$ cat config.mk
export PLATFORM = sky130hd
export DESIGN_NAME = rom_dl_sequencer_flat
export DESIGN_NICKNAME = d
export VERILOG_FILES = /design/src/rtl/dl_pkg.sv /design/src/rtl/rom_dl_sequencer_if.sv /design/src/rtl/dl_delay_timer.sv /design/src/rtl/rom_dl_sequencer.sv /design/src/flat_wrapper.sv
export SDC_FILE = /design/constraint.sdc
export NUM_CORES = 1
export LEC_CHECK = 0
export CORE_ASPECT_RATIO = 1.4
export CORE_MARGIN = 3
export CORE_UTILIZATION = 52
export CTS_CLUSTER_DIAMETER = 200
export DETAILED_ROUTE_END_ITERATION = 10
export PLACE_DENSITY = 0.8
export RECOVER_POWER = 50
export REMOVE_ABC_BUFFERS = 1
export SYNTH_ARGS = -nofsm -noshare
export SYNTH_HDL_FRONTEND = slang
export SYNTH_HIERARCHICAL = 1
export SYNTH_SLANG_ARGS = --single-unit
export TNS_END_PERCENT = 1
$ cat constraint.sdc
create_clock -name clk -period 3.75 [get_ports clk]
set_clock_uncertainty 0.05 [all_clocks]
set_input_delay 0.5625 -clock clk [delete_from_list [all_inputs] [get_ports clk]]
set_output_delay 0.5625 -clock clk [all_outputs]
set_load 0.05 [all_outputs]
$ cat src/rtl/dl_pkg.sv
// Shared types and memory-map constants for the ROM download sequencer.
// The image is the program ROM followed directly by the vector ROM.
package dl_pkg;

  typedef enum logic [2:0] {
    IDLE,
    ACCEPT,
    WRITE,
    GAP,
    HOLD,
    DONE
  } dl_state_t;

  localparam int unsigned PROG_ROM_BASE = 'h0000;
  localparam int unsigned VEC_ROM_BASE  = 'h4000;
  localparam int unsigned VEC_ROM_END   = 'h5000;
  localparam int unsigned DL_TOTAL      = VEC_ROM_END;

endpackage

$ cat src/rtl/rom_dl_sequencer_if.sv
// Byte stream from the host loader plus the dl_* write port toward the game top.
// The sequencer uses the slave modport; the host/bridge side uses master.
interface rom_dl_sequencer_if #(
  parameter int unsigned ADDR_W = 25
) ();

  logic [7:0]        in_data;
  logic              in_valid;
  logic              in_last;
  logic              in_ready;
  logic [ADDR_W-1:0] dl_addr;
  logic [7:0]        dl_data;
  logic              dl_wr;

  modport master (
    output in_data,
    output in_valid,
    output in_last,
    input  in_ready,
    input  dl_addr,
    input  dl_data,
    input  dl_wr
  );

  modport slave (
    input  in_data,
    input  in_valid,
    input  in_last,
    output in_ready,
    output dl_addr,
    output dl_data,
    output dl_wr
  );

endinterface

$ cat src/rtl/dl_delay_timer.sv
// Loadable down-counter with a zero flag; saturates at zero.
// Time-shared between the inter-write gap and the post-load reset hold.
module dl_delay_timer #(
  parameter int unsigned CNT_W = 16
) (
  input  logic             clk,
  input  logic             rst,
  input  logic             load,
  input  logic [CNT_W-1:0] load_val,
  output logic             zero
);

  logic [CNT_W-1:0] cnt_q, cnt_d;

  always_comb begin
    cnt_d = cnt_q;
    if (load) begin
      cnt_d = load_val;
    end else if (cnt_q != '0) begin
      cnt_d = cnt_q - 1'b1;
    end
  end

  always_ff @(posedge clk) begin
    if (rst) begin
      cnt_q <= '0;
    end else begin
      cnt_q <= cnt_d;
    end
  end

  assign zero = (cnt_q == '0);

endmodule

$ cat src/rtl/rom_dl_sequencer.sv
// Turns the host byte stream into single-cycle dl_wr writes at sequential addresses,
// holding the game core in reset for the load and releasing it after a fixed delay.
module rom_dl_sequencer
  import dl_pkg::*;
#(
  parameter int unsigned ADDR_W      = 25,
  parameter int unsigned TOTAL_BYTES = DL_TOTAL,
  parameter int unsigned WR_GAP      = 2,
  parameter int unsigned RESET_HOLD  = 16
) (
  input  logic                clk,
  input  logic                rst,
  input  logic                start,
  rom_dl_sequencer_if.slave   bus,
  output logic                core_rst_n,
  output logic                busy,
  output logic                done,
  output logic                error,
  output logic [15:0]         checksum,
  output logic [ADDR_W-1:0]   byte_count
);

  localparam int unsigned CNT_W = 16;
  localparam logic [CNT_W-1:0] GAP_LOAD  = (WR_GAP > 0) ? CNT_W'(WR_GAP - 1) : '0;
  localparam logic [CNT_W-1:0] HOLD_LOAD = (RESET_HOLD > 0) ? CNT_W'(RESET_HOLD - 1) : '0;
  localparam logic [ADDR_W-1:0] TOTAL    = ADDR_W'(TOTAL_BYTES);

  dl_state_t         state_q, state_d;
  dl_state_t         after_write;
  logic [ADDR_W-1:0] dl_addr_q;
  logic [7:0]        dl_data_q;
  logic [ADDR_W-1:0] byte_count_q;
  logic [15:0]       checksum_q;
  logic              last_seen_q;
  logic              error_q;
  logic              core_rst_n_q;

  logic              restart;
  logic              accept;
  logic              fail;
  logic              finish_ok;
  logic              timer_load;
  logic [CNT_W-1:0]  timer_val;
  logic              timer_zero;

  dl_delay_timer #(
    .CNT_W (CNT_W)
  ) u_timer (
    .clk      (clk),
    .rst      (rst),
    .load     (timer_load),
    .load_val (timer_val),
    .zero     (timer_zero)
  );

  // Common exit once a byte's write (and its gap) is complete. A full count wins
  // over in_last, so in_last on the final byte is an ordinary finish.
  always_comb begin
    after_write = ACCEPT;
    if (byte_count_q == TOTAL) begin
      after_write = HOLD;
    end else if (last_seen_q) begin
      after_write = DONE;
    end
  end

  always_comb begin
    state_d    = state_q;
    restart    = 1'b0;
    accept     = 1'b0;
    fail       = 1'b0;
    finish_ok  = 1'b0;
    timer_load = 1'b0;
    timer_val  = '0;

    unique case (state_q)
      IDLE, DONE: begin
        if (start) begin
          state_d = ACCEPT;
          restart = 1'b1;
        end
      end
      ACCEPT: begin
        if (bus.in_valid) begin
          accept  = 1'b1;
          state_d = WRITE;
        end
      end
      WRITE: begin
        if (WR_GAP > 0) begin
          state_d    = GAP;
          timer_load = 1'b1;
          timer_val  = GAP_LOAD;
        end else begin
          state_d = after_write;
          fail    = (after_write == DONE);
        end
      end
      GAP: begin
        if (timer_zero) begin
          state_d = after_write;
          fail    = (after_write == DONE);
        end
      end
      HOLD: begin
        if (timer_zero) begin
          state_d   = DONE;
          finish_ok = 1'b1;
        end
      end
      default: state_d = IDLE;
    endcase

    if (state_d == HOLD && state_q != HOLD) begin
      timer_load = 1'b1;
      timer_val  = HOLD_LOAD;
    end
  end

  always_ff @(posedge clk) begin
    if (rst) begin
      state_q      <= IDLE;
      dl_addr_q    <= '0;
      dl_data_q    <= '0;
      byte_count_q <= '0;
      checksum_q   <= '0;
      last_seen_q  <= 1'b0;
      error_q      <= 1'b0;
      core_rst_n_q <= 1'b0;
    end else begin
      state_q <= state_d;
      if (restart) begin
        byte_count_q <= '0;
        checksum_q   <= '0;
        last_seen_q  <= 1'b0;
        error_q      <= 1'b0;
        core_rst_n_q <= 1'b0;
      end
      if (accept) begin
        dl_data_q    <= bus.in_data;
        dl_addr_q    <= byte_count_q;
        byte_count_q <= byte_count_q + 1'b1;
        checksum_q   <= checksum_q + {8'h00, bus.in_data};
        last_seen_q  <= bus.in_last;
      end
      if (fail) begin
        error_q <= 1'b1;
      end
      if (finish_ok) begin
        core_rst_n_q <= 1'b1;
      end
    end
  end

  assign bus.in_ready = (state_q == ACCEPT);
  assign bus.dl_wr    = (state_q == WRITE);
  assign bus.dl_addr  = dl_addr_q;
  assign bus.dl_data  = dl_data_q;

  assign busy       = (state_q == ACCEPT) || (state_q == WRITE) ||
                      (state_q == GAP) || (state_q == HOLD);
  assign done       = (state_q == DONE);
  assign error      = error_q;
  assign core_rst_n = core_rst_n_q;
  assign checksum   = checksum_q;
  assign byte_count = byte_count_q;

endmodule

$ cat src/flat_wrapper.sv
// flat-port wrapper written by rule: the top's interface ports become plain ports
module rom_dl_sequencer_flat import dl_pkg::*;
#(
  parameter int unsigned ADDR_W      = 25,
  parameter int unsigned TOTAL_BYTES = DL_TOTAL,
  parameter int unsigned WR_GAP      = 2,
  parameter int unsigned RESET_HOLD  = 16
)
  (clk, rst, start, core_rst_n, busy, done, error, checksum, byte_count, bus_in_data, bus_in_valid, bus_in_last, bus_in_ready, bus_dl_addr, bus_dl_data, bus_dl_wr);
  rom_dl_sequencer_if #(.ADDR_W(ADDR_W)) bus_i ();
  input  logic clk;
  input  logic rst;
  input  logic start;
  output logic core_rst_n;
  output logic busy;
  output logic done;
  output logic error;
  output logic [15:0] checksum;
  output logic [ADDR_W-1:0] byte_count;
  input wire logic [$bits(bus_i.in_data)-1:0] bus_in_data;
  input wire logic [$bits(bus_i.in_valid)-1:0] bus_in_valid;
  input wire logic [$bits(bus_i.in_last)-1:0] bus_in_last;
  output wire logic [$bits(bus_i.in_ready)-1:0] bus_in_ready;
  output wire logic [$bits(bus_i.dl_addr)-1:0] bus_dl_addr;
  output wire logic [$bits(bus_i.dl_data)-1:0] bus_dl_data;
  output wire logic [$bits(bus_i.dl_wr)-1:0] bus_dl_wr;
  assign bus_i.in_data = bus_in_data;
  assign bus_i.in_valid = bus_in_valid;
  assign bus_i.in_last = bus_in_last;
  assign bus_in_ready = bus_i.in_ready;
  assign bus_dl_addr = bus_i.dl_addr;
  assign bus_dl_data = bus_i.dl_data;
  assign bus_dl_wr = bus_i.dl_wr;
  rom_dl_sequencer #(.ADDR_W(ADDR_W), .TOTAL_BYTES(TOTAL_BYTES), .WR_GAP(WR_GAP), .RESET_HOLD(RESET_HOLD)) u_core (.clk(clk), .rst(rst), .start(start), .bus(bus_i), .core_rst_n(core_rst_n), .busy(busy), .done(done), .error(error), .checksum(checksum), .byte_count(byte_count));
endmodule
==> impl_metrics.tcl <==
set metrics [dict create \
    status "completed" \
    placed_cell_area_um2 5806 \
    design.core.area_um2 8758 \
    grt_start_max_net_pins 48 \
    path_delay_family "simple AND/OR/NAND/NOR gates" \
    sw_frac_of_total_pct 34.41 \
    ys_seq_elements 96 \
    cts_root_buf "clkbuf_16" \
    syn_avg_cell_area_um2 8.234 \
    yosysWarnings 6 \
    antenna_cells 0 \
    clk_pin_slew_worst_paths_ps 70 \
    ys_seq_area_share_pct 40.10 \
    clkPwrFrac_pct 29.8 \
    cp_slowest_cell "or4_4" \
    cts_made_buffers 9 \
    drtAntennaViolNets 0 \
    crit_chain "inv_1 > ha_1 > or3b_2 > or4_4 > nor2_1 > nand3_1 > o22ai_1 > nor2_1 > a21oi_1 > a31oi_1 > and3_1" \
    start_util_pct 54.71 \
    grtUsageTotal_pct 24.50 \
    final_layout_size_suffix_gt1_share_pct 6.021 \
    drcViolationCount 0 \
    synthArstFlopShare_pct 0 \
    cpPeakStageDelay_ps 590 \
    cp.required_ps 3930 \
    gr-total-overflow 0 \
    gp_congestion 0.8837 \
    dieHeight_um 119.6 \
    synth_cell_types 71 \
    row_count 40 \
    clock_sinks 96 \
    dr.pass1.iters 5 \
    vias_per_cell 5.896 \
    timing.fmax_mhz 315.3 \
    die_w_um 87.13 \
    seq_power_share_pct 40.2 \
    powerDensity_nw_per_um2 505.7 \
    io_buffers 92 \
    synth_edf_count 0 \
    ys_top_cells_by_count "109 x nand2_1, 96 x dfxtp_1, 62 x a21oi_1" \
    critPathKind "flip-flop to flip-flop" \
    worst-path-max-fanout 5 \
    cts.repair.resized 0 \
    hold_viol 0 \
    maxCapViolCount 0 \
    fin_crit_ps 3172 \
    cp-start-kind "flip-flop" \
    drt_wl_total_um 12550 \
    syn_to_final_growth_pct 26.32 \
    grt_pass1_vias 4493 \
    regArea_um2 1922 \
    io_pins 93 \
    final-setup-viol-count 0 \
    syn_inst 582 \
    clkLatencyLatePin_ps 340 \
    hold_class "flip-flop to flip-flop" \
    worst_pin_slew_ps 1047 \
    cts.path.max_buffers 2 \
    switchingPower_mw 1.053 \
    fillers 686 \
    synth_top_area_share_pct 40.10 \
    cts_htree_levels 3 \
    drtIter0Drc 276 \
    grt_pass1_wl_um 20960 \
    cts_setup_buffers 0 \
    rsz0062_at_grt "false" \
    vias 4634 \
    final.setup.tns_ps 0 \
    multi_input_area_um2 2699 \
    pwr-share-comb_pct 30.0 \
    max_slew_margin_pct 30.06 \
    fin_nets 701 \
    synth.most_common_cell "nand2_1" \
    fin_area_um2 6053 \
    cts_tree "yes" \
    die_area_um2 10420 \
    end_kind "flip-flop" \
    ys_top_cells_by_area "dfxtp_1 40%, nand2_1 8.5%, a21oi_1 6.5%" \
    power.leakage_nw 2.293 \
    path_common_cell "nor2_1" \
    path_buf_inv 1 \
    ir_drop_mv 0.4562 \
    synth.cell_area_um2 4792 \
    synth_area_leader_cell "dfxtp_1" \
    routedWlPerCell_um 15.97 \
    dp.final_hpwl_um 8721 \
    final.period_utilization_pct 84.59 \
    power_mw 3.061 \
    antenna_found_initial 0 \
    internal_power_mw 2.008 \
    hold_buffers 0 \
    synth-main-ff-cell "dfxtp_1" \
    worst_ep_arrival_time_ps 3360 \
    maxSlewViolCount 0 \
]
-- cell families after synthesis --
group,count (synthesis),share of synthesized area (%)
XOR/XNOR,20,3.655
other,1,0.07825
flip-flops,96,40.10
AND/OR/NAND/NOR,254,27.36
adder cells (fa/ha/maj),12,3.290
multiplexers,6,1.279
buffers and inverters,44,4.021
AO/OA/AOI/OAI,149,20.21
-- power groups by stage --
| stage | clock network, mW | logic (mW) | registers, mW |
|---|---|---|---|
| 2_1_floorplan | 0 | 0.682 | 1.26 |
| 3_5_place_dp | 0 | 0.922 | 1.25 |
| 4_1_cts | 0.930 | 0.928 | 1.23 |
| 3_3_place_gp | 0 | 0.893 | 1.24 |
| 6_report | 0.913 | 0.918 | 1.23 |
| 5_1_grt | 0.964 | 1.01 | 1.24 |
-- path summary, 6_finish.rpt --
kind / startpoint / to / slack (ps) / cells after the start
worst max-delay path: u_core/u_timer/cnt_q[0] / u_core/u_timer/cnt_q[15] / 580 / 11
worst min-delay path: u_core/bus.dl_addr[4] / u_core/bus.dl_addr[4] / 400 / 2
worst max register to register: u_core/u_timer/cnt_q[0] / u_core/u_timer/cnt_q[15] / 580 / 11
worst min register to register: u_core/bus.dl_addr[4] / u_core/bus.dl_addr[4] / 400 / 2
-- cells in the final DEF (no fill, tap or decap), types with 5 or more instances in the layout --
master | Yosys | final
a22oi_1 | 5 | 5
nand2_1 | 109 | 109
dlygate4sd3_1 | 0 | 49
a21o_1 | 7 | 7
o21ai_0 | 15 | 15
mux2i_1 | 5 | 5
nor3_1 | 14 | 14
and3_1 | 10 | 10
o41ai_1 | 5 | 5
clkdlybuf4s50_1 | 0 | 42
nand4_1 | 8 | 10
xor2_1 | 5 | 5
nand3_1 | 20 | 20
conb_1 | 1 | 17
or3_1 | 6 | 6
a22o_1 | 6 | 6
nor4_1 | 7 | 7
a21oi_1 | 62 | 62
o211ai_1 | 11 | 11
dfxtp_1 | 96 | 96
ha_1 | 11 | 11
nor2b_1 | 6 | 6
clkbuf_16 | 0 | 9
xnor2_1 | 15 | 15
inv_1 | 12 | 12
nor2_1 | 35 | 37
-- stage by stage --
stage,setup WS (ps),instances,hold WS [ps],util (%)
floorplan,349.8,566,427.1,-
CTS,575.9,786,404.6,69.69
global placement,761.6,770,392.6,66.29
global route,389.0,786,427.1,69.11
finish,577.9,786,400.4,69.11
detailed placement,600.3,770,396.9,66.29
-- layout make-up --
cell class / count / share of cell area (%)
Clock buffer: 9 / 3.721
Clock inverter: 7 / 1.199
Inverter: 12 / 0.7441
Multi-Input combinational cell: 458 / 44.58
Sequential cell: 96 / 31.75
Tap cell: 105 / 2.170
Timing Repair Buffer: 99 / 15.83
-- registers in the layout, indices dropped and copies added (netlist names), 3 cells and up --
register	cells
u_core/checksum	16
u_core/byte_count	25
u_core/state_q	3
u_core/bus.dl_data	8
u_core/u_timer/cnt_q	16
u_core/bus.dl_addr	25
-- metal layers --
metal / vias to the layer above / track usage [%] / part of all wire (%)
li1: 2259 / - / -
met1: 2216 / 28.97 / 41
met2: 144 / 43.30 / 52
met3: 15 / 5.632 / 6.2
met4: 0 / 7.390 / 1.4
met5: - / 0 / 0
-- worst reg2reg max path: cells and delay by family, from the launching register on --
family          cells  cell delay, ps
compound gates      3             460
buf+inv             1              80
simple gates        6            1960
fa+ha+maj           1             200
flops               1             330
(Power assumes the default switching activity.)
